$ cat src/rtl/ram_read_scanner.sv
// Read-side scan sequencer for the display RAM: walks every address, holds each
// on the display for a fixed dwell, and keeps the shown word current by snooping writes.
module ram_read_scanner #(
  parameter int unsigned ADDR_W       = 5,
  parameter int unsigned DATA_W       = 3,
  parameter int unsigned DWELL_CYCLES = 50000000
) (
  input  logic              CLK,
  input  logic              reset,
  input  logic              enable,
  input  logic              step,
  output logic [ADDR_W-1:0] rd_addr,
  input  logic [DATA_W-1:0] rd_data_in,
  input  logic              wr_en,
  input  logic [ADDR_W-1:0] wr_addr,
  input  logic [DATA_W-1:0] wr_data,
  output logic [ADDR_W-1:0] disp_addr,
  output logic [DATA_W-1:0] disp_data,
  output logic              disp_valid
);

  localparam int unsigned CNT_W = (DWELL_CYCLES > 1) ? $clog2(DWELL_CYCLES) : 1;
  localparam logic [CNT_W-1:0] CNT_LAST = CNT_W'(DWELL_CYCLES - 1);

  typedef enum logic [1:0] {
    ISSUE   = 2'd0,
    CAPTURE = 2'd1,
    DWELL   = 2'd2
  } state_t;

  state_t            state;
  state_t            state_nx;
  logic [CNT_W-1:0]  cnt;
  logic              step_q;
  logic              snoop_flag;
  logic [DATA_W-1:0] snoop_data;

  logic snoop_win_c;
  logic capture_c;
  logic dwell_c;
  logic rd_match_c;
  logic disp_match_c;
  logic step_rise_c;
  logic expire_c;
  logic manual_c;
  logic advance_c;

  // State register
  always_ff @(posedge CLK) begin
    if (reset) state <= ISSUE;
    else       state <= state_nx;
  end

  // Next-state logic
  always_comb begin
    state_nx = state;
    case (state)
      ISSUE:   state_nx = CAPTURE;
      CAPTURE: state_nx = DWELL;
      DWELL:   if (advance_c) state_nx = ISSUE;
      default: state_nx = ISSUE;
    endcase
  end

  // State decode and event qualification
  always_comb begin
    snoop_win_c = 1'b0;
    capture_c   = 1'b0;
    dwell_c     = 1'b0;
    case (state)
      ISSUE:   snoop_win_c = 1'b1;
      CAPTURE: begin
        snoop_win_c = 1'b1;
        capture_c   = 1'b1;
      end
      DWELL:   dwell_c = 1'b1;
      default: ;
    endcase
    rd_match_c   = wr_en && (wr_addr == rd_addr);
    disp_match_c = dwell_c && wr_en && (wr_addr == disp_addr);
    step_rise_c  = step && !step_q;
    expire_c     = dwell_c && enable && (cnt == CNT_LAST);
    manual_c     = dwell_c && !enable && step_rise_c;
    advance_c    = expire_c || manual_c;
  end

  // Datapath: address walk, dwell counter, snoop capture and display registers
  always_ff @(posedge CLK) begin
    if (reset) begin
      rd_addr    <= '0;
      disp_addr  <= '0;
      disp_data  <= '0;
      disp_valid <= 1'b0;
      cnt        <= '0;
      step_q     <= 1'b0;
      snoop_flag <= 1'b0;
      snoop_data <= '0;
    end else begin
      step_q     <= step;
      disp_valid <= 1'b0;

      if (snoop_win_c && rd_match_c) begin
        snoop_flag <= 1'b1;
        snoop_data <= wr_data;
      end

      // RAM returns old data on read-during-write, so a write in this cycle wins
      if (capture_c) begin
        snoop_flag <= 1'b0;
        disp_addr  <= rd_addr;
        disp_data  <= rd_match_c ? wr_data : (snoop_flag ? snoop_data : rd_data_in);
        disp_valid <= 1'b1;
        cnt        <= '0;
      end

      if (disp_match_c) begin
        disp_data  <= wr_data;
        disp_valid <= 1'b1;
      end

      if (dwell_c && enable) cnt <= cnt + CNT_W'(1);
      if (manual_c)          cnt <= '0;
      if (advance_c)         rd_addr <= rd_addr + ADDR_W'(1);
    end
  end

endmodule

$ cat config.mk
export PLATFORM = sky130hd
export DESIGN_NAME = ram_read_scanner
export DESIGN_NICKNAME = d
export VERILOG_FILES = /design/src/rtl/ram_read_scanner.sv
export SDC_FILE = /design/constraint.sdc
export NUM_CORES = 1
export LEC_CHECK = 0
export ABC_AREA = 1
export CELL_PAD_IN_SITES_DETAIL_PLACEMENT = 1
export CELL_PAD_IN_SITES_GLOBAL_PLACEMENT = 2
export CORE_AREA = 2 2 103 95
export DETAILED_ROUTE_END_ITERATION = 7
export DIE_AREA = 0 0 105 97
export PLACE_DENSITY_LB_ADDON = 0.1
export SLEW_MARGIN = 10
export SYNTH_ARGS = -nofsm -noshare
export SYNTH_HDL_FRONTEND = slang
export SYNTH_SLANG_ARGS = --single-unit
$ cat constraint.sdc
create_clock -name CLK -period 1.71 [get_ports CLK]
set_input_delay 0.2565 -clock CLK [delete_from_list [all_inputs] [get_ports CLK]]
set_output_delay 0.2565 -clock CLK [all_outputs]
set_load 0.01 [all_outputs]
* Word-level counts from Yosys, hierarchy flattened
Cells that the tools add are included.
Storage, ports and cells: flip-flop bits (word level) 47, input bits 16, word-level logic and storage cells 48
Operators by class: equal/unequal tests 6, add/subtract/negate cells 2, reduce and logical (&&, ||, !) cells 18, muxes and demuxes 13
Operator list (count):
- $mux 26 | 2
- $add 26x1->26 const B | 1
- $eq 26x26->1 const B | 1
- $mux 3 | 4
- $eq 5x5->1 | 2
- $logic_and 1x1->1 | 9
- $pmux 2 s3 | 1
- $reduce_or 2->1 | 3
- $add 5x1->5 const B | 1
- $mux 1 | 5
- $reduce_bool 2->1 | 2
- $eq 2x1->1 const B | 1
- $eq 2x2->1 const B | 1
- $logic_not 1->1 | 2
- $logic_not 2->1 | 1
- $mux 2 | 1
- $ne 2x2->1 const B | 1
- $logic_or 1x1->1 | 1

* Depth between registers and ports, before layout
Gate-level depths: netlist of the first run.
depth after elaboration 7, depth in mapped cells 11, depth with buffers taken out 11

* Least setup slack after synthesis of the first run
Ideal clock, no wire load.
kind register -> register, from register cnt[0], to register cnt[16], clock period less this slack 1379 ps, data arrival time 1259 ps, path slack 331 ps, buffers on the path 0, required time 1591 ps, cell stages (with the launch flop) 9, setup time 119 ps, cell sequence dfxtp_1 ha_1 nand2_2 nor2_2 nand2_2 nor2_1 nand3_1 o21ai_0 a21oi_1
On the way: word-level cells in the longest chain between the ends 2
Ends and longest elaborated chain:
- from (decl) | line 33 | logic [CNT_W-1:0] cnt;
- from (signal assigned) | line 121 | if (dwell_c && enable) cnt <= cnt + CNT_W'(1);
- $add 26x1->26 | line 121
- $mux 26 | line 121
Every way passes these cells. A chain may end at the register's enable or synchronous reset.

* Worst setup path in the final report of the first run
from register rd_addr[3], to output port rd_addr[3]
RTL lines:
- from (decl) | line 12 | output logic [ADDR_W-1:0] rd_addr,
- from (signal assigned) | line 123 | if (advance_c) rd_addr <= rd_addr + ADDR_W'(1);
No word-level cell between the ends.

==> flow_summary.yaml, run 1 <==
status:
  status: "finished clean"
worst_setup_path:
  worstPathCellList: "buf_4, clkdlybuf4s50_1"
  slowest_stage: "clkdlybuf4s50_1"
  critPathKind: "reg2out"
  start_kind: "flop"
  critPathMaxFanout: 5
  required_ns: 1.45
  slowest_delay_ns: 0.54
  crit_path_end_kind: "primary output"
  cp.arrival_ns: 1.32
synth:
  ys_top_cells_by_area: "dfxtp_1, nand2_1, inv_1"
  syn_area_per_cell_um2: 6.352
  ys_seq_area_frac: 0.3544
  synth_cell_type_count: 28
  ys_ff_latch: 47
  yosysWarnings: 0
  netlist_area_um2: 2655
  syn-instance-count: 418
  synth_fp_nets: 436
  synth_top_cell_by_area: "dfxtp_1"
  synth_top_area_frac: 0.3544
routing:
  wl_per_cell_um: 14.00
  drt-initial-drc-count: 80
  drt-total-wl_um: 8259
  firstDrtPassIters: 4
  vias_per_cell: 4.647
  drc: 0
  vias: 2742
  antenna_left: 0
placement:
  numPortBuffers: 29
  post-dp-hpwl_um: 6327
  gp_congestion: 0.7619
  postPlaceCellArea_um2: 3248
floorplan:
  ioPinCount: 30
  chipWidth_um: 105
  num_rows: 33
  die_height_um: 97
  coreArea_um2: 9001
  fp.dieArea_um2: 10190
  start_util: 0.2950
cells_and_area:
  final_area_um2: 3373
  fillers: 1210
  final_net_count: 485
  mostFrequentLayoutCell: "nand2_1"
  n_antenna_cell: 0
  final_cell_mix: "nand2_1, inv_1, nor2_1"
  area_growth_pct: 27.05
  fin_util: 0.3748
  drive_gt1_frac: 0.1389
power_and_ir_drop:
  internal_power_uw: 1583
  switchingPower_uw: 641.6
  leakagePower_uw: 0.001400
  sequentialPowerShare: 0.518
  ir_worst_vdd_mv: 0.2875
  swShare: 0.2883
  clkPwrFrac: 0.315
  share_comb_of_total_power: 0.167
  power-per-cell-area_nw_per_um2: 659.6
timing:
  max_freq_mhz: 634.3
  finalCritPeriodShare: 0.9219
  worstMarginPinSlew_ns: 0.3991
  worst_slew_margin_rel: 0.7319
  skew_ns: 0.006728
  fin_crit_ns: 1.576
  hold_violations: 0
  setup-tns-final_ns: 0
  rsz0062_at_grt: "false"
  setup_viol: 0
  final-max-slew-violation-count: 0
clocking:
  cts.sinks: 47
  h-tree-depth: 2
  clk_pin_slew_ns: 0.10
  clock_latency_ns: 0.31
  hold_buffers: 0
  cts_root_buf: "clkbuf_8"
  clockBufferDepth: 2
  cts_tree: "done"
  cts_buffers: 5
min_path:
  hold_path_class: "reg2reg"
grt:
  grtUsageTotal: 0.1723
  antenna_found_initial: 0
  grt_start_max_net_pins: 17
  grt_pass1_wl_um: 14280
  grt-ovfl-total: 0
  grt_pass1_vias: 2899
job:
  cap_viol_max_count: 0
cells in the mapped netlist:
cell      instances
nand2_1         114
inv_1            56
nor2_1           52
dfxtp_1          47
nand3_1          30
a21oi_1          23
o21ai_0          23
nand4_1          10
nand2_2           9
nor3_1            9
nor2_2            5
buf_2             4
clkbuf_1          4
a211oi_1          3
inv_2             3
mux2_2            3
nand3b_1          3
nor2_4            3
xor2_1            3
a22oi_1           2
buf_1             2
ha_1              2
nand3_2           2
o21ai_1           2
clkbuf_2          1
nor3_2            1
nor3b_4           1
o21ai_2           1
flip-flops by register name, summed over array words and instances, names as in the netlist, 2 cells and up:
| signal | flops |
|---|---|
| rd_addr | 5 |
| snoop_data | 3 |
| state | 2 |
| disp_addr | 5 |
| disp_data | 3 |
| cnt | 26 |
routing by layer:
| layer | vias up | share of wire | track usage |
|---|---|---|---|
| met5 | - | 0 | 0 |
| met4 | 0 | 0.0082 | 0.03897 |
| met3 | 7 | 0.026 | 0.02965 |
| met2 | 28 | 0.43 | 0.2657 |
| met1 | 1286 | 0.53 | 0.2495 |
| li1 | 1421 | - | - |
power groups by stage:
stage	Combinational, uW	Clock [uW]	Sequential, uW
CTS	379	737	1150
detailed placement	378	0	1180
global placement	373	0	1180
finish	371	702	1150
global route	418	776	1160
floorplan	174	0	1190
worst paths after layout:
kind | from | endpoint | slack [ns] | cells after the start
worst max-delay path | rd_addr[3] | rd_addr[3] | 0.13 | 2
worst min-delay path | snoop_data[0] | snoop_data[0] | 0.49 | 2
worst max register to register | cnt[4] | cnt[15] | 0.15 | 8
worst min register to register | snoop_data[0] | snoop_data[0] | 0.49 | 2
area by class of cell:
class                   instances  area [um^2]  area share
well taps                     122        152.6     0.04525
clock buffers                   7        76.32     0.02263
clock inverters                 1        5.005    0.001484
repair buffers                 53        495.5      0.1469
inverters                      59        221.5     0.06565
flip-flops and latches         47        945.9      0.2804
multi-input cells             301         1476      0.4377
metrics by stage:
step	hold slack (ns)	power, uW	instances	worst slack [ns]
2_1_floorplan	0.3635	1361	418	0.3313
3_3_place_gp	0.4708	1551	581	-0.09460
3_5_place_dp	0.4668	1556	581	-0.08168
4_1_cts	0.4905	2269	589	0.03380
5_1_grt	0.5243	2352	590	0.006539
6_report	0.4899	2225	590	0.1335
what timing repair did:
| action | in CTS | in global routing |
|---|---|---|
| resized for setup | 0 | 11 |
| setup endpoints to repair | 0 | 13 |
| buffers inserted | 0 | 1 |
cells by family (layout without fill, tap and decap cells):
logic type / Yosys count / in the layout / share of synthesized area
and+or+nand+nor: 239 / 239 / 0.4043
buffers and inverters: 70 / 120 / 0.1013
AOI/OAI and AO/OA: 54 / 54 / 0.1079
xor gates and xnor gates: 3 / 3 / 0.009898
DFF: 47 / 47 / 0.3544
adders and majority gates: 2 / 2 / 0.009424
muxes: 3 / 3 / 0.01272
worst max-delay path, delay by kind of cell, from the launching register on:
kind / cells / cell delay [ns]
DFF: 1 / 0.34
buffers and inverters: 2 / 0.68
(Power assumes the default switching activity.)
==> run 2: changes to the inputs <==
- CTS_CLUSTER_DIAMETER: unset -> 80
- RECOVER_POWER: unset -> 25
- SLEW_MARGIN: 10 -> unset
==> run 2 against run 1 <==
Net effect: first-iteration DRC count shrank 7.5%; combinational power decreased by 2%; worst hold slack barely moved; setup slack is essentially flat; register-to-register slack hardly changed; clock skew barely moved; final area down 0.45%; core utilization down 0.17 points; sequential share of layout area increased by 0.13 points; highest routed layer unchanged.
==> flow_summary.yaml, run 2 (synthesis results as in run 1) <==
floorplan:
  start_util: 0.2950
  fp.dieArea_um2: 10190
  chipWidth_um: 105
  num_rows: 33
  coreArea_um2: 9001
  die_height_um: 97
  ioPinCount: 30
worst_setup_path:
  required_ns: 1.45
  crit_path_end_kind: "primary output"
  critPathKind: "reg2out"
  critPathMaxFanout: 5
  reg2regPathDepth: 8
  cp.arrival_ns: 1.32
  r2r_slack_ns: 0.15
  start_kind: "flop"
cells_and_area:
  area_growth_pct: 26.48
  largest_reg_flops: 26
  fillers: 1210
  drive_gt1_frac: 0.1325
  mostFrequentLayoutCell: "nand2_1"
  final_cells: 590
  final_cell_mix: "nand2_1, inv_1, nor2_1"
  n_antenna_cell: 0
  largest_register: "cnt"
  largestRegisters: "cnt x26, disp_addr x5, rd_addr x5"
  final_net_count: 485
clocking:
  cts_root_buf: "clkbuf_8"
  cts.sinks: 47
  cts_buffers: 5
  h-tree-depth: 2
  clockBufferDepth: 2
  clock_latency_ns: 0.31
  clk_pin_slew_ns: 0.10
  cts_tree: "done"
power_and_ir_drop:
  power-per-cell-area_nw_per_um2: 659.3
  leakagePower_uw: 0.001395
  ir_worst_vdd_mv: 0.2899
status:
  status: "finished clean"
job:
  cap_viol_max_count: 0
routing:
  wl_per_cell_um: 14.00
  firstDrtPassIters: 4
  drt-initial-drc-count: 74
  vias: 2742
  drc: 0
  vias_per_cell: 4.647
  drt-total-wl_um: 8260
  antenna_left: 0
placement:
  numPortBuffers: 29
  post-dp-hpwl_um: 6327
  gp_congestion: 0.7619
  placed_cells: 581
timing:
  max_freq_mhz: 634.3
  finalCritPeriodShare: 0.9219
  holdWs_ns: 0.4903
  worstMarginPinSlew_ns: 0.5363
  fin_crit_ns: 1.577
  final-max-slew-violation-count: 0
  setup-tns-final_ns: 0
  hold_violations: 0
  rsz0062_at_grt: "false"
  worst_slew_margin_rel: 0.6425
  setup_viol: 0
  skew_ns: 0.006907
grt:
  grt-ovfl-total: 0
  grt_pass1_wl_um: 14280
  grtUsageTotal: 0.1723
  antenna_found_initial: 0
  grt_pass1_vias: 2899
  grt_start_max_net_pins: 17
min_path:
  hold_path_class: "reg2reg"
  hold_depth: 2
## run 2: routing by layer
metal / track usage / up-vias / routed length (um) / part of all wire
met2: 0.2657 / 25 / 3592 / 0.43
met3: 0.02965 / 7 / 212 / 0.026
met4: 0.03897 / 0 / 68 / 0.0082
met5: 0 / - / 0 / 0
met1: 0.2495 / 1288 / 4387 / 0.53
li1: - / 1422 / - / -
## run 2: critical path: stages (launching register included)
cell and delay, ns:
dfxtp_1 0.34, buf_4 0.14, clkdlybuf4s50_1 0.54
## run 2: report_power, final
group | total, uW | switching (uW) | leakage (uW) | internal (uW)
combinational | 362 | 204 | 0.000969 | 158
sequential | 1150 | 23.7 | 0.000383 | 1130
clock | 700 | 411 | 0.0000422 | 289
total | 2210 | 639 | 0.00139 | 1580
## run 2: layout make-up
class	instances	area (um^2)	share of cell area
well taps	122	152.6	0.04545
clock inverters	1	5.005	0.001490
repair buffers	53	483.0	0.1438
clock buffers	7	76.32	0.02273
flip-flops and latches	47	945.9	0.2817
multi-input cells	301	1474	0.4389
inverters	59	221.5	0.06595
## run 2: worst paths after layout
check                     start       endpoint
setup reg to reg         cnt[4]        cnt[15]
hold / removal    snoop_data[0]  snoop_data[0]
hold reg to reg   snoop_data[0]  snoop_data[0]
setup / recovery     rd_addr[3]     rd_addr[3]
## run 2: per-stage QoR
step / utilization / total power, uW / area [um^2] / worst slack [ns]
after floorplan: - / 1361 / 2655 / 0.3313
after global placement: 0.3609 / 1551 / 3248 / -0.09460
after detailed placement: 0.3609 / 1556 / 3248 / -0.08168
after CTS: 0.3699 / 2269 / 3329 / 0.03380
after global routing: 0.3731 / 2343 / 3358 / 0.006556
final: 0.3731 / 2214 / 3358 / 0.1335
## run 2: timing repair
action	CTS	global route
buffers inserted	0	1
resized for setup	0	11
endpoints found under the setup margin	0	13
hold buffers	0	0
